`config.mk`:
```
export PLATFORM = sky130hd
export DESIGN_NAME = spi_frame_rx_fifo
export DESIGN_NICKNAME = d
export VERILOG_FILES = /design/src/rtl/spi_frame_rx_fifo.sv
export SDC_FILE = /design/constraint.sdc
export NUM_CORES = 1
export LEC_CHECK = 0
export CAP_MARGIN = 20
export CORE_AREA = 2 2 177 179
export CTS_CLUSTER_DIAMETER = 60
export DETAILED_ROUTE_END_ITERATION = 8
export DIE_AREA = 0 0 179 181
export GPL_TIMING_DRIVEN = 0
export PLACE_DENSITY = 0.76
export SLEW_MARGIN = 20
export SYNTH_ARGS = -nofsm -noshare
export SYNTH_HDL_FRONTEND = slang
export SYNTH_SLANG_ARGS = --single-unit
export TNS_END_PERCENT = 30
```
`constraint.sdc`:
```
create_clock -name clk -period 3.9 [get_ports clk]
set_clock_uncertainty 0.2 [all_clocks]
set_input_delay 0.78 -clock clk [delete_from_list [all_inputs] [get_ports clk]]
set_output_delay 0.78 -clock clk [all_outputs]
set_load 0.01 [all_outputs]
```
`src/rtl/spi_frame_rx_fifo.sv`:
```
// SPI frame receiver, oversampled in the clk domain: deserialises
// [VALUE][ROW][COL][FLAGS] frames MSB-first into a small valid/ready FIFO.

module spi_frame_rx_sync #(
   parameter logic RST_VAL = 1'b0
) (
   input  logic clk,
   input  logic rst,
   input  logic d,
   output logic q
);
   logic [1:0] sync_pipe;

   always_ff @(posedge clk) begin
      if (rst) sync_pipe <= {2{RST_VAL}};
      else     sync_pipe <= {sync_pipe[0], d};
   end

   assign q = sync_pipe[1];
endmodule

module spi_frame_rx_fifo #(
   parameter int DATA_W      = 32,
   parameter int IDX_W       = 16,
   parameter int FIFO_DEPTH  = 4,
   parameter int SAMPLE_FALL = 0,
   parameter int CNT_W       = 8
) (
   input  logic                          clk,
   input  logic                          rst,
   input  logic                          spi_clk,
   input  logic                          spi_cs_n,
   input  logic                          spi_mosi,
   output logic                          out_valid,
   input  logic                          out_ready,
   output logic [DATA_W-1:0]             out_val,
   output logic [IDX_W-1:0]              out_row,
   output logic [IDX_W-1:0]              out_col,
   output logic [7:0]                    out_flags,
   output logic                          out_last,
   output logic [$clog2(FIFO_DEPTH):0]   fifo_level,
   output logic [CNT_W-1:0]              overflow_cnt,
   output logic [CNT_W-1:0]              abort_cnt,
   output logic                          busy
);
   localparam int FRAME_BITS = DATA_W + 2*IDX_W + 8;
   localparam int BC_W       = $clog2(FRAME_BITS);
   localparam int AW         = $clog2(FIFO_DEPTH);
   localparam int LW         = AW + 1;

   typedef struct packed {
      logic [DATA_W-1:0] val;
      logic [IDX_W-1:0]  row;
      logic [IDX_W-1:0]  col;
      logic [7:0]        flags;
   } frame_t;

   // Pins share one identical chain so clk/cs/data stay cycle-aligned.
   // Bit order: [2]=spi_clk, [1]=cs_n, [0]=mosi.
   localparam logic [2:0] SYNC_RST = 3'b010;

   logic [2:0] pin_raw;
   logic [2:0] pin_s;

   assign pin_raw = {spi_clk, spi_cs_n, spi_mosi};

   for (genvar g = 0; g < 3; g++) begin : g_sync
      spi_frame_rx_sync #(.RST_VAL(SYNC_RST[g])) u_sync (
         .clk (clk),
         .rst (rst),
         .d   (pin_raw[g]),
         .q   (pin_s[g])
      );
   end

   logic sclk_s, cs_n_s, mosi_s;
   logic sclk_d, cs_n_d;

   assign sclk_s = pin_s[2];
   assign cs_n_s = pin_s[1];
   assign mosi_s = pin_s[0];

   always_ff @(posedge clk) begin
      if (rst) begin
         sclk_d <= 1'b0;
         cs_n_d <= 1'b1;
      end else begin
         sclk_d <= sclk_s;
         cs_n_d <= cs_n_s;
      end
   end

   logic                  sclk_edge, sample_pulse, frame_done, cs_rise, abort;
   logic [BC_W-1:0]       bit_cnt;
   logic [FRAME_BITS-2:0] shift_reg;
   logic [FRAME_BITS-1:0] frame_word;

   assign sclk_edge    = (SAMPLE_FALL != 0) ? (sclk_d & ~sclk_s) : (~sclk_d & sclk_s);
   assign sample_pulse = sclk_edge & ~cs_n_s;
   assign frame_done   = sample_pulse && (bit_cnt == BC_W'(FRAME_BITS-1));
   assign frame_word   = {shift_reg, mosi_s};
   assign cs_rise      = cs_n_s & ~cs_n_d;
   assign abort        = cs_rise && (bit_cnt != '0);

   always_ff @(posedge clk) begin
      if (rst) begin
         shift_reg <= '0;
         bit_cnt   <= '0;
         abort_cnt <= '0;
      end else begin
         if (cs_n_s) begin
            bit_cnt <= '0;
         end else if (sample_pulse) begin
            shift_reg <= frame_word[FRAME_BITS-2:0];
            bit_cnt   <= frame_done ? '0 : bit_cnt + BC_W'(1);
         end
         if (abort && (abort_cnt != '1)) abort_cnt <= abort_cnt + CNT_W'(1);
      end
   end

   assign busy = ~cs_n_s & (bit_cnt != '0);

   // Frame FIFO. When full, a same-cycle pop frees the slot the push lands in.
   frame_t          mem [FIFO_DEPTH];
   frame_t          head;
   logic [AW-1:0]   wr_ptr, rd_ptr;
   logic [LW-1:0]   level;
   logic            full, pop, push_ok, drop;

   assign full    = (level == LW'(FIFO_DEPTH));
   assign pop     = out_valid & out_ready;
   assign push_ok = frame_done & (~full | pop);
   assign drop    = frame_done & full & ~pop;

   always_ff @(posedge clk) begin
      if (push_ok) mem[wr_ptr] <= frame_t'(frame_word);
   end

   always_ff @(posedge clk) begin
      if (rst) begin
         wr_ptr       <= '0;
         rd_ptr       <= '0;
         level        <= '0;
         overflow_cnt <= '0;
      end else begin
         if (push_ok) wr_ptr <= wr_ptr + AW'(1);
         if (pop)     rd_ptr <= rd_ptr + AW'(1);
         case ({push_ok, pop})
            2'b10:   level <= level + LW'(1);
            2'b01:   level <= level - LW'(1);
            default: level <= level;
         endcase
         if (drop && (overflow_cnt != '1)) overflow_cnt <= overflow_cnt + CNT_W'(1);
      end
   end

   // Memory is not reset, so the head is masked to zero while empty.
   assign out_valid  = (level != '0);
   assign head       = out_valid ? mem[rd_ptr] : '0;
   assign out_val    = head.val;
   assign out_row    = head.row;
   assign out_col    = head.col;
   assign out_flags  = head.flags;
   assign out_last   = head.flags[0];
   assign fifo_level = level;
endmodule
```
* Word-level counts from Yosys, hierarchy flattened
Memory sizes are Yosys's and may differ from the RTL's. A register that Yosys moved wholly into a read port is not among the register bits. Index checks and enable logic that the tools add are counted.
Storage, ports and cells: flip-flop bits (word level) 109, memory bits (writable) 288, bits of input ports 6, output and inout bits 94, logic and storage cells 56, memories 1
Memory list:
- mem | words 4, bits a word 72, rd ports 1, clocked after memory_dff 1, wr ports 1, RTL line 124 | frame_t mem [FIFO_DEPTH];
Cells by class: add/sub/neg operators 7, equal/unequal tests 6, muxes and demuxes 7, bitwise logic cells 14, reductions and logical operators 9
Operators with widths (number):
- 72-bit two-way mux | 1
- 8-bit by 1-bit adder with 8-bit output, second input constant | 2
- 8-bit inequality test, second input constant | 2
- 1-bit bitwise AND | 8
- 7-bit by 1-bit adder with 7-bit output, second input constant | 1
- 7-bit equality test, second input constant | 1
- 7-bit two-way mux | 1
- 7-bit nonzero test | 1
- 3-bit case mux with 2 select lines | 1
- 1-bit inverter | 5
- 2-bit by 1-bit adder with 2-bit output, second input constant | 2
- 1-bit logical AND | 4
- 2-bit two-way mux | 2
- 3-bit by 1-bit adder with 3-bit output, second input constant | 1
- 3-bit equality test, second input constant | 1
- 3-bit nonzero test | 1
- 3-bit by 1-bit subtractor with 3-bit output, second input constant | 1
- 2-bit by 1-bit equality test with 1-bit output, second input constant | 1
- 2-bit equality test, second input constant | 1
- 1-bit two-way mux | 2
- 2-bit AND reduction | 1
- 2-bit nonzero test | 1
- 2-bit OR reduction | 1
- 1-bit bitwise OR | 1

* Logic depth before layout (Yosys ltp)
Gate-level depths: netlist of the first run.
word-level depth 7, mapped depth 7, mapped depth without buffers 7

* Cells and area by module
A second synthesis of the first run with hierarchy kept.
Second synthesis, totals: cell total of the unflattened synthesis 973, area total of the unflattened synthesis 15154.5 µm²
By module, submodules not included:
- spi_frame_rx_fifo | times used 1, cells an instance 961, area each 14996.9 µm², seq. area each 10750.3 µm²
- spi_frame_rx_sync | times used 3, cells an instance 4, area each 52.6 µm², seq. area each 40.0 µm²

* Least setup slack after synthesis of the first run
OpenSTA, ideal clock, no wires.
kind in2reg, from input port out_ready, to memory mem[1][0] (netlist bit), enable pin, setup time 438 ps, arrival 3074 ps, data required time 3262 ps, setup slack 188 ps, cell stages on the path 4, buffers on the path 1, path through or4b_1 -> and4_1 -> clkbuf_1 -> and2_1
Between the ends: cells in the longest elaborated chain, start to end 5
RTL lines:
- start: declaration | RTL line 35 | input logic out_ready,
- 1-bit bitwise AND | RTL line 131 | assign pop = out_valid & out_ready;
- 1-bit bitwise OR | RTL line 132 | assign push_ok = frame_done & (~full | pop);
- 1-bit bitwise AND | RTL line 132
- 1-bit two-way mux | RTL line 136 | if (push_ok) mem[wr_ptr] <= frame_t'(frame_word);
- 1-bit two-way mux (not written as such) | RTL line 136
- end: declaration | RTL line 124
No other way between the ends.

==> results.md, run 1 <==
- VDD IR max: 300 uV
- First-pass GRT wire length: about 45 mm
- Syn_nets: between 900 and 1000
- Max cap viols: 0
- Share of cells above drive strength 1: 0.147
- Ports: 100
- CP Class: reg2out
- Post-synth cell types: 38
- Crit path arrival time: around 2.7 ns
- Power Dens Cells: between 400 and 500 nW/um^2
- Ys flop type: edfxtp_1
- Synth cell count leaders: edfxtp_1 (288), nand2_1 (151), dfxtp_1 (111)
- Async S/R FF share, synth: 0
- CP cell instances: buf_2 > mux4_2 > and2_1 > clkdlybuf4s50_1
- Yosys Warn Count: 0
- Vias in the first global route: 8305
- CTS HTree Levels: 2
- Final setup vio count: 0
- Endpoint class of the critical path: primary output
- Initial drt markers: a little over 600
- Hold Buf Count CTS: 0
- Area grow syn2layout: 19.4%
- Clock Latency Late Sink: a little over 0.5 ns
- GRT overflow: 0
- Crit path time final: between 3 and 4 ns
- Origin of the critical flop-to-flop path: g_sync[1].u_sync.sync_pipe[1]$_SDFF_PP1_
- Setup ws final: between 0.2 and 0.25 ns
- Syn Std Cell Area: 15000 um^2
- Die Ht: approximately 180 um
- Chip width: between 150 and 200 um
- Starting density of the core: 0.495
- CP max stage delay: between 0.5 and 0.6 ns
- Slew headroom: 0.425
- FP Rows: 64
- Largest net degree at the start of global routing: 44
- Slew @ Worst Pin: roughly 0.86 ns
- Hold Vio Cnt, Final: 0
- Clock share of power: 0.455
- Initial antenna violation count: 0
- Comb pwr share: 0.005
- Setup crit start kind: flip-flop
- WL per Instance: 18.5 um
- Fin. max-slew vios: 0
- Die area: about 32000 um^2
- DRC viols: 0
- Average size of a mapped cell: between 15 and 20 um^2
- Status: complete, no violations
- Area fraction of the dominant cell type after synthesis: 0.575
- Port buffer count: ~100
- Fin util: 0.592
- Num Clock Sinks: between 300 and 400
- Min-delay src: g_sync[1].u_sync.sync_pipe[0]$_SDFF_PP1_
- Leak: around 5.7 nW
- Maximum clock rate: between 200 and 300 MHz
- Reg power frac: 0.540
- Fin Hold WS: around 0.22 ns
- Number of flops mapped to enable cells by yosys: roughly 290
- Largest register FFs: ~290
- DR vias/cell: ~5.4
- Diodes inserted: 0
- RSZ-0062 raised after global routing: false
- Routability Congestion: 0.763
- Sw Share: 0.181
- Worst min path class: reg2reg
- CTS tree: built
- Reg clk slew, reported paths: ~0.060 ns
- Yosys top cell by area: edfxtp_1
- Largest fanout on the critical path: 10
- CTS Buf Count: 39
- Total power: 8.31 mW
- Detail Placement HPWL: 17.1 mm
- Drt pass-1 iters: 5
- Ranking of synthesized cells by area: edfxtp_1 (58%), dfxtp_1 (15%), mux4_2 (11%)
- Root buffer cell: clkbuf_16
- Final Routed Wirelength: roughly 28 mm
- DP Worst Slack: approximately 0.34 ns
- CTS Buffer Depth: 3
- Critical Path RT: 2.92 ns
- Sequential area share after synthesis: 0.723
- Yosys reg bits: 399
- Routed Antenna Nets: 0
- Psw: 1.51 mW
- Slowest cell on the critical path: mux4_2
- GRT Overall Usage: 0.180
- Core ar.: 30300 um^2
- Synth Instances: approximately 960
- Count leader, synth: edfxtp_1
- Internal: roughly 6.8 mW
- Tcrit/Tclk final: 0.942
- Fin nets: approximately 1100
- Vias: ~8000
## routing by layer
layer,routed length (um),share of wire,vias up,track usage
met4,627,0.022,0,0.0485
met3,1700,0.060,42,0.0356
met1,11800,0.42,4074,0.243
met2,14100,0.50,243,0.300
met5,0,0,-,0
li1,-,-,3829,-
## cells by family (layout without fill, tap and decap cells)
logic type	Yosys count	after routing	share of synthesized area
DFF	399	399	0.723
and+or+nand+nor	310	310	0.100
AOI/OAI and AO/OA	83	83	0.0294
muxes	76	76	0.111
buffers and inverters	60	231	0.0158
xor gates and xnor gates	22	22	0.0128
adders and majority gates	9	9	0.00799
## area by class of cell
| type | instances | area [um^2] |
|---|---|---|
| repair buffers | 103 | 1090 |
| fillers | 2254 | 12400 |
| plain buffers | 51 | 215 |
| clock buffers | 51 | 1090 |
| well taps | 396 | 495 |
| multi-input cells | 500 | 3940 |
| inverters | 6 | 22.5 |
| clock inverters | 20 | 224 |
| flip-flops and latches | 399 | 10900 |
## critical path, delay by kind of cell (launching register included)
| kind | cells | cell delay, ns |
|---|---|---|
| muxes | 1 | 0.55 |
| and+or+nand+nor | 1 | 0.22 |
| DFF | 1 | 0.50 |
| buffers and inverters | 2 | 0.91 |
## worst paths after layout
| path | slack [ns] | endpoint | cells after the start |
|---|---|---|---|
| max reg2reg | 0.75 | mem[0][35]$_DFFE_PP_ | 5 |
| min | 0.22 | g_sync[1].u_sync.sync_pipe[1]$_SDFF_PP1_ | 1 |
| min reg2reg | 0.22 | g_sync[1].u_sync.sync_pipe[1]$_SDFF_PP1_ | 1 |
| max | 0.23 | out_col[0] | 4 |
## stage by stage
step	cells	cell area, um^2	TNS, ns
after floorplan	959	15000	0
after global placement	1454	16500	-520.08
after detailed placement	1458	16600	0
after CTS	1527	18000	0
after global routing	1526	18000	0
final	1526	18000	0
## power groups by stage
| stage | Clock [mW] | Sequential (mW) | Combinational [mW] |
|---|---|---|---|
| after global placement | 0 | 4.58 | 0.0384 |
| after floorplan | 0 | 4.58 | 0.0208 |
| final | 3.78 | 4.49 | 0.0388 |
| after CTS | 3.85 | 4.49 | 0.0390 |
| after detailed placement | 0 | 4.58 | 0.0388 |
| after global routing | 4.01 | 4.49 | 0.0430 |
## repair_timing
action                                  in CTS  in global routing
setup buffers                                0                  0
endpoints found under the setup margin      70                 40
gates resized for setup                      9                  1
endpoints found under the hold margin        0                  0
## placed cells by master, fill, tap and decap left out, drive strengths merged, types with 2 or more instances in the layout
cell / n
edfxtp: 288
nand2: 151
dfxtp: 111
clkdlybuf4s50: 99
clkbuf: 94
and2: 78
a21oi: 75
mux4: 72
nor2: 31
nand3: 15
clkinv: 15
buf: 12
xnor2: 11
xor2: 11
ha: 8
inv: 6
nand4: 5
nor2b: 5
bufinv: 5
and3: 4
mux2i: 4
nor3: 4
a31oi: 3
or2: 3
nor4: 3
nor3b: 2
or4b: 2
and4: 2
Note: power is estimated with default switching activity, not from simulation.
==> run 2, diff against run 1 <==
--- a/config.mk
+++ b/config.mk
@@ -6,14 +6,16 @@
 export NUM_CORES = 1
 export LEC_CHECK = 0
 export CAP_MARGIN = 20
-export CORE_AREA = 2 2 177 179
+export CORE_AREA = 2 2 187 189
 export CTS_CLUSTER_DIAMETER = 60
 export DETAILED_ROUTE_END_ITERATION = 8
-export DIE_AREA = 0 0 179 181
+export DIE_AREA = 0 0 189 191
 export GPL_TIMING_DRIVEN = 0
-export PLACE_DENSITY = 0.76
+export PLACE_DENSITY = 0.7
+export SKIP_LAST_GASP = 1
 export SLEW_MARGIN = 20
 export SYNTH_ARGS = -nofsm -noshare
 export SYNTH_HDL_FRONTEND = slang
+export SYNTH_HIERARCHICAL = 1
 export SYNTH_SLANG_ARGS = --single-unit
 export TNS_END_PERCENT = 30
==> results.md, run 2 <==
- Status: complete, no violations (unchanged)
- Setup crit start kind: flip-flop (unchanged)
- GRT met1 Usage: 0.221 (was 0.243)
- Power Dens Cells: 583 nW/um^2 (was 463 nW/um^2)
- Ranking of synthesized cells by area: edfxtp_1 (57%), dfxtp_1 (15%), mux4_2 (11%) (was edfxtp_1 (58%), dfxtp_1 (15%), mux4_2 (11%))
- Max cap viols: 0 (unchanged)
- Reg clk slew, reported paths: 0.06 ns (about the same)
- VDD IR max: 315 uV (was 300 uV)
- CTS Buf Count: 39 (unchanged)
- Share of cells above drive strength 1: 0.147 (about the same)
- R2R Path End: mem[0][45]$_DFFE_PP_ (was mem[0][35]$_DFFE_PP_)
- CTS tree: built (unchanged)
- Vias in the first global route: 8310 (was 8305)
- CTS HTree Levels: 2 (unchanged)
- First-pass GRT wire length: 45.4 mm (was 45.0 mm)
- Endpoint class of the critical path: primary output (unchanged)
- Fin. max-slew vios: 0 (unchanged)
- Number of buffers added for setup after CTS: 0 (unchanged)
- Met3 global-route usage: 0.0316 (was 0.0356)
- Routed Antenna Nets: 0 (unchanged)
- Num Clock Sinks: 399 (unchanged)
- Leak: 5.73 nW (was 5.72 nW)
- Hold Vio Cnt, Final: 0 (unchanged)
- Ports: 100 (unchanged)
- Largest register FFs: 288 (unchanged)
- Non-Filler Instances: 1602 (was 1526)
- Starting density of the core: 0.444 (was 0.495)
- Commonest cells after routing, fill and taps aside: edfxtp_1 (288), nand2_1 (156), dfxtp_1 (110) (was edfxtp_1 (288), nand2_1 (151), dfxtp_1 (110))
- Area grow syn2layout: 19.6% (was 19.4%)
- Synth Instances: 973 (was 959)
- Tcrit/Tclk final: 0.953 (was 0.942)
- Worst min path class: reg2reg (unchanged)
- Count leader, synth: edfxtp_1 (unchanged)
- Vias: 8314 (was 8188)
- Average size of a mapped cell: 15.6 um^2 (was 15.7 um^2)
- Number of fill cells: 2722 (was 2254)
- Sequential area share after synthesis: 0.717 (was 0.723)
- Port buffer count: 99 (unchanged)
- Die area: 36100 um^2 (was 32400 um^2)
- GRT overflow: 0 (unchanged)
- Slew @ Worst Pin: 0.778 ns (was 0.862 ns)
- Met2 global-route usage: 0.268 (was 0.300)
- Syn Std Cell Area: 15200 um^2 (was 15000 um^2)
- Chip width: 189 um (was 179 um)
- Maximum clock rate: 269 MHz (was 272 MHz)
- Clock Latency Late Sink: 0.53 ns (was 0.51 ns)
- Crit path time final: 3.72 ns (was 3.67 ns)
- Root buffer cell: clkbuf_16 (unchanged)
- Post-synth cell types: 49 (was 38)
- Die Ht: 191 um (was 181 um)
- Async S/R FF share, synth: 0 (unchanged)
- Number of flops mapped to enable cells by yosys: 288 (unchanged)
- Initial antenna violation count: 1 (was 0)
- Sw Share: 0.244 (was 0.181)
- Final setup vio count: 0 (unchanged)
- Comb pwr share: 0.217 (was 0.005)
- Synth cell count leaders: edfxtp_1 (288), nand2_1 (156), dfxtp_1 (111) (was edfxtp_1 (288), nand2_1 (151), dfxtp_1 (111))
- Commonest non-fill, non-tap cell in the layout: edfxtp_1 (unchanged)
- R2R cell count: 5 (unchanged)
- RSZ-0062 raised after global routing: false (unchanged)
- Core ar.: 34100 um^2 (was 30300 um^2)
- Ys flop type: edfxtp_1 (unchanged)
- CP Class: reg2out (unchanged)
- Crit path arrival time: 2.74 ns (was 2.69 ns)
- Origin of the critical flop-to-flop path: bit_cnt[3]$_SDFFE_PP0P_ (was g_sync[1].u_sync.sync_pipe[1]$_SDFF_PP1_)
- Routability Congestion: 0.787 (was 0.763)
- Initial drt markers: 563 (was 606)
- Drt pass-1 iters: 5 (unchanged)
- Yosys top cell by area: edfxtp_1 (unchanged)
- Crit path to: out_val[17] (was out_col[0])
- Syn_nets: 988 (was 974)
- FP Rows: 68 (was 64)
- Fin nets: 1131 (was 1115)
- Clock share of power: 0.352 (was 0.455)
- Critical Path RT: 2.92 ns (about the same)
- Largest fanout on the critical path: 10 (unchanged)
- Slew headroom: 0.482 (was 0.425)
- Detail Placement HPWL: 17.4 mm (was 17.1 mm)
- Psw: 2.58 mW (was 1.51 mW)
- DRC viols: 0 (unchanged)
- R2R Setup Slk: 0.93 ns (was 0.75 ns)
- Largest net degree at the start of global routing: 43 (was 44)
- Inst Count DP: 1531 (was 1458)
- Yosys Warn Count: 6 (was 0)
- GR peak layer: met2 (unchanged)
- Yosys reg bits: 399 (unchanged)
- DR vias/cell: 5.19 (was 5.37)
- WL per Instance: 18.0 um (was 18.5 um)
- CTS Buffer Depth: 3 (unchanged)
- Diodes inserted: 0 (unchanged)
- Internal: 7.99 mW (was 6.81 mW)
- Final setup TNS: 0 ns (unchanged)
- GRT Overall Usage: 0.161 (was 0.180)
- Area fraction of the dominant cell type after synthesis: 0.571 (was 0.575)
- Reg power frac: 0.431 (was 0.540)
- Final Routed Wirelength: 28.9 mm (was 28.2 mm)
-- run 2: changes by cell type after synthesis, sizes merged, moves of 5 or more --
cell | before | now
buf | 8 | 13
nor2 | 31 | 18
or4 | 1 | 7
xnor2 | 11 | 1
a21oi | 75 | 86
xor2 | 11 | 6
nand2 | 151 | 156
-- run 2: per-layer routing --
metal / vias up / wire (um)
li1: 3926 / -
met1: 4148 / 13000
met5: - / 0
met3: 42 / 1390
met2: 198 / 14000
met4: 0 / 478
-- run 2: layout make-up --
cell class,instances,area [um^2],share of cell area
buffer,55,241,0.0133
clock buffer,59,1160,0.0640
clock inverter,13,133,0.00732
inverter,9,33.8,0.00186
multi-input combinational,509,4020,0.222
sequential,399,10900,0.600
tap,455,569,0.0314
timing repair buffer,103,1090,0.0599
-- run 2: per-stage QoR --
stage	area, um^2	setup WS [ns]	power [mW]	utilization	hold slack (ns)
after global placement	16700	-0.366	7.00	0.490	0.192
after CTS	18100	0.0553	10.7	0.531	0.224
final	18100	0.184	10.6	0.531	0.223
after global routing	18100	0.0293	11.0	0.531	0.238
after floorplan	15200	1.00	5.88	-	0.183
after detailed placement	16800	0.0589	7.00	0.493	0.209
-- run 2: how the worst min path moves through the flow --
stage	start	end	slack, ns	cells after the start
6_report	g_sync[1].u_sync/sync_pipe[0]$_SDFF_PP1_	g_sync[1].u_sync/sync_pipe[1]$_SDFF_PP1_	0.22	1
5_1_grt	g_sync[1].u_sync/sync_pipe[0]$_SDFF_PP1_	g_sync[1].u_sync/sync_pipe[1]$_SDFF_PP1_	0.24	1
3_5_place_dp	g_sync[1].u_sync/sync_pipe[0]$_SDFF_PP1_	g_sync[1].u_sync/sync_pipe[1]$_SDFF_PP1_	0.21	1
3_3_place_gp	g_sync[1].u_sync/sync_pipe[0]$_SDFF_PP1_	g_sync[1].u_sync/sync_pipe[1]$_SDFF_PP1_	0.19	1
4_1_cts	g_sync[1].u_sync/sync_pipe[0]$_SDFF_PP1_	g_sync[1].u_sync/sync_pipe[1]$_SDFF_PP1_	0.22	1
2_1_floorplan	g_sync[1].u_sync/sync_pipe[0]$_SDFF_PP1_	g_sync[1].u_sync/sync_pipe[1]$_SDFF_PP1_	0.18	1
-- run 2: power groups by stage --
stage | registers (mW) | logic [mW] | clock network (mW)
after floorplan | 4.63 | 1.26 | 0
after global placement | 4.63 | 2.37 | 0
after detailed placement | 4.63 | 2.37 | 0
after CTS | 4.56 | 2.36 | 3.78
after global routing | 4.56 | 2.49 | 3.95
final | 4.56 | 2.29 | 3.72
-- run 2: kinds of logic after synthesis --
| logic type | share of synthesized area |
|---|---|
| buf+inv | 0.0175 |
| compound gates | 0.0399 |
| xor+xnor | 0.00405 |
| simple gates | 0.100 |
| flops | 0.717 |
| fa+ha+maj | 0.00793 |
| mux | 0.113 |
-- run 2: critical path, stage by stage (launching register included) --
cell and delay (ns):
dfxtp_1 0.30, clkbuf_1 0.45, clkbuf_2 0.41, mux4_2 0.40
and2_1 0.18, clkdlybuf4s50_1 0.47
-- run 2: timing repair --
action / CTS / global route
gates resized for setup: 10 / 2
hold buffers: 0 / 0
cloned: 0 / 0
pin swaps: 0 / 0
endpoints found under the setup margin: 73 / 3
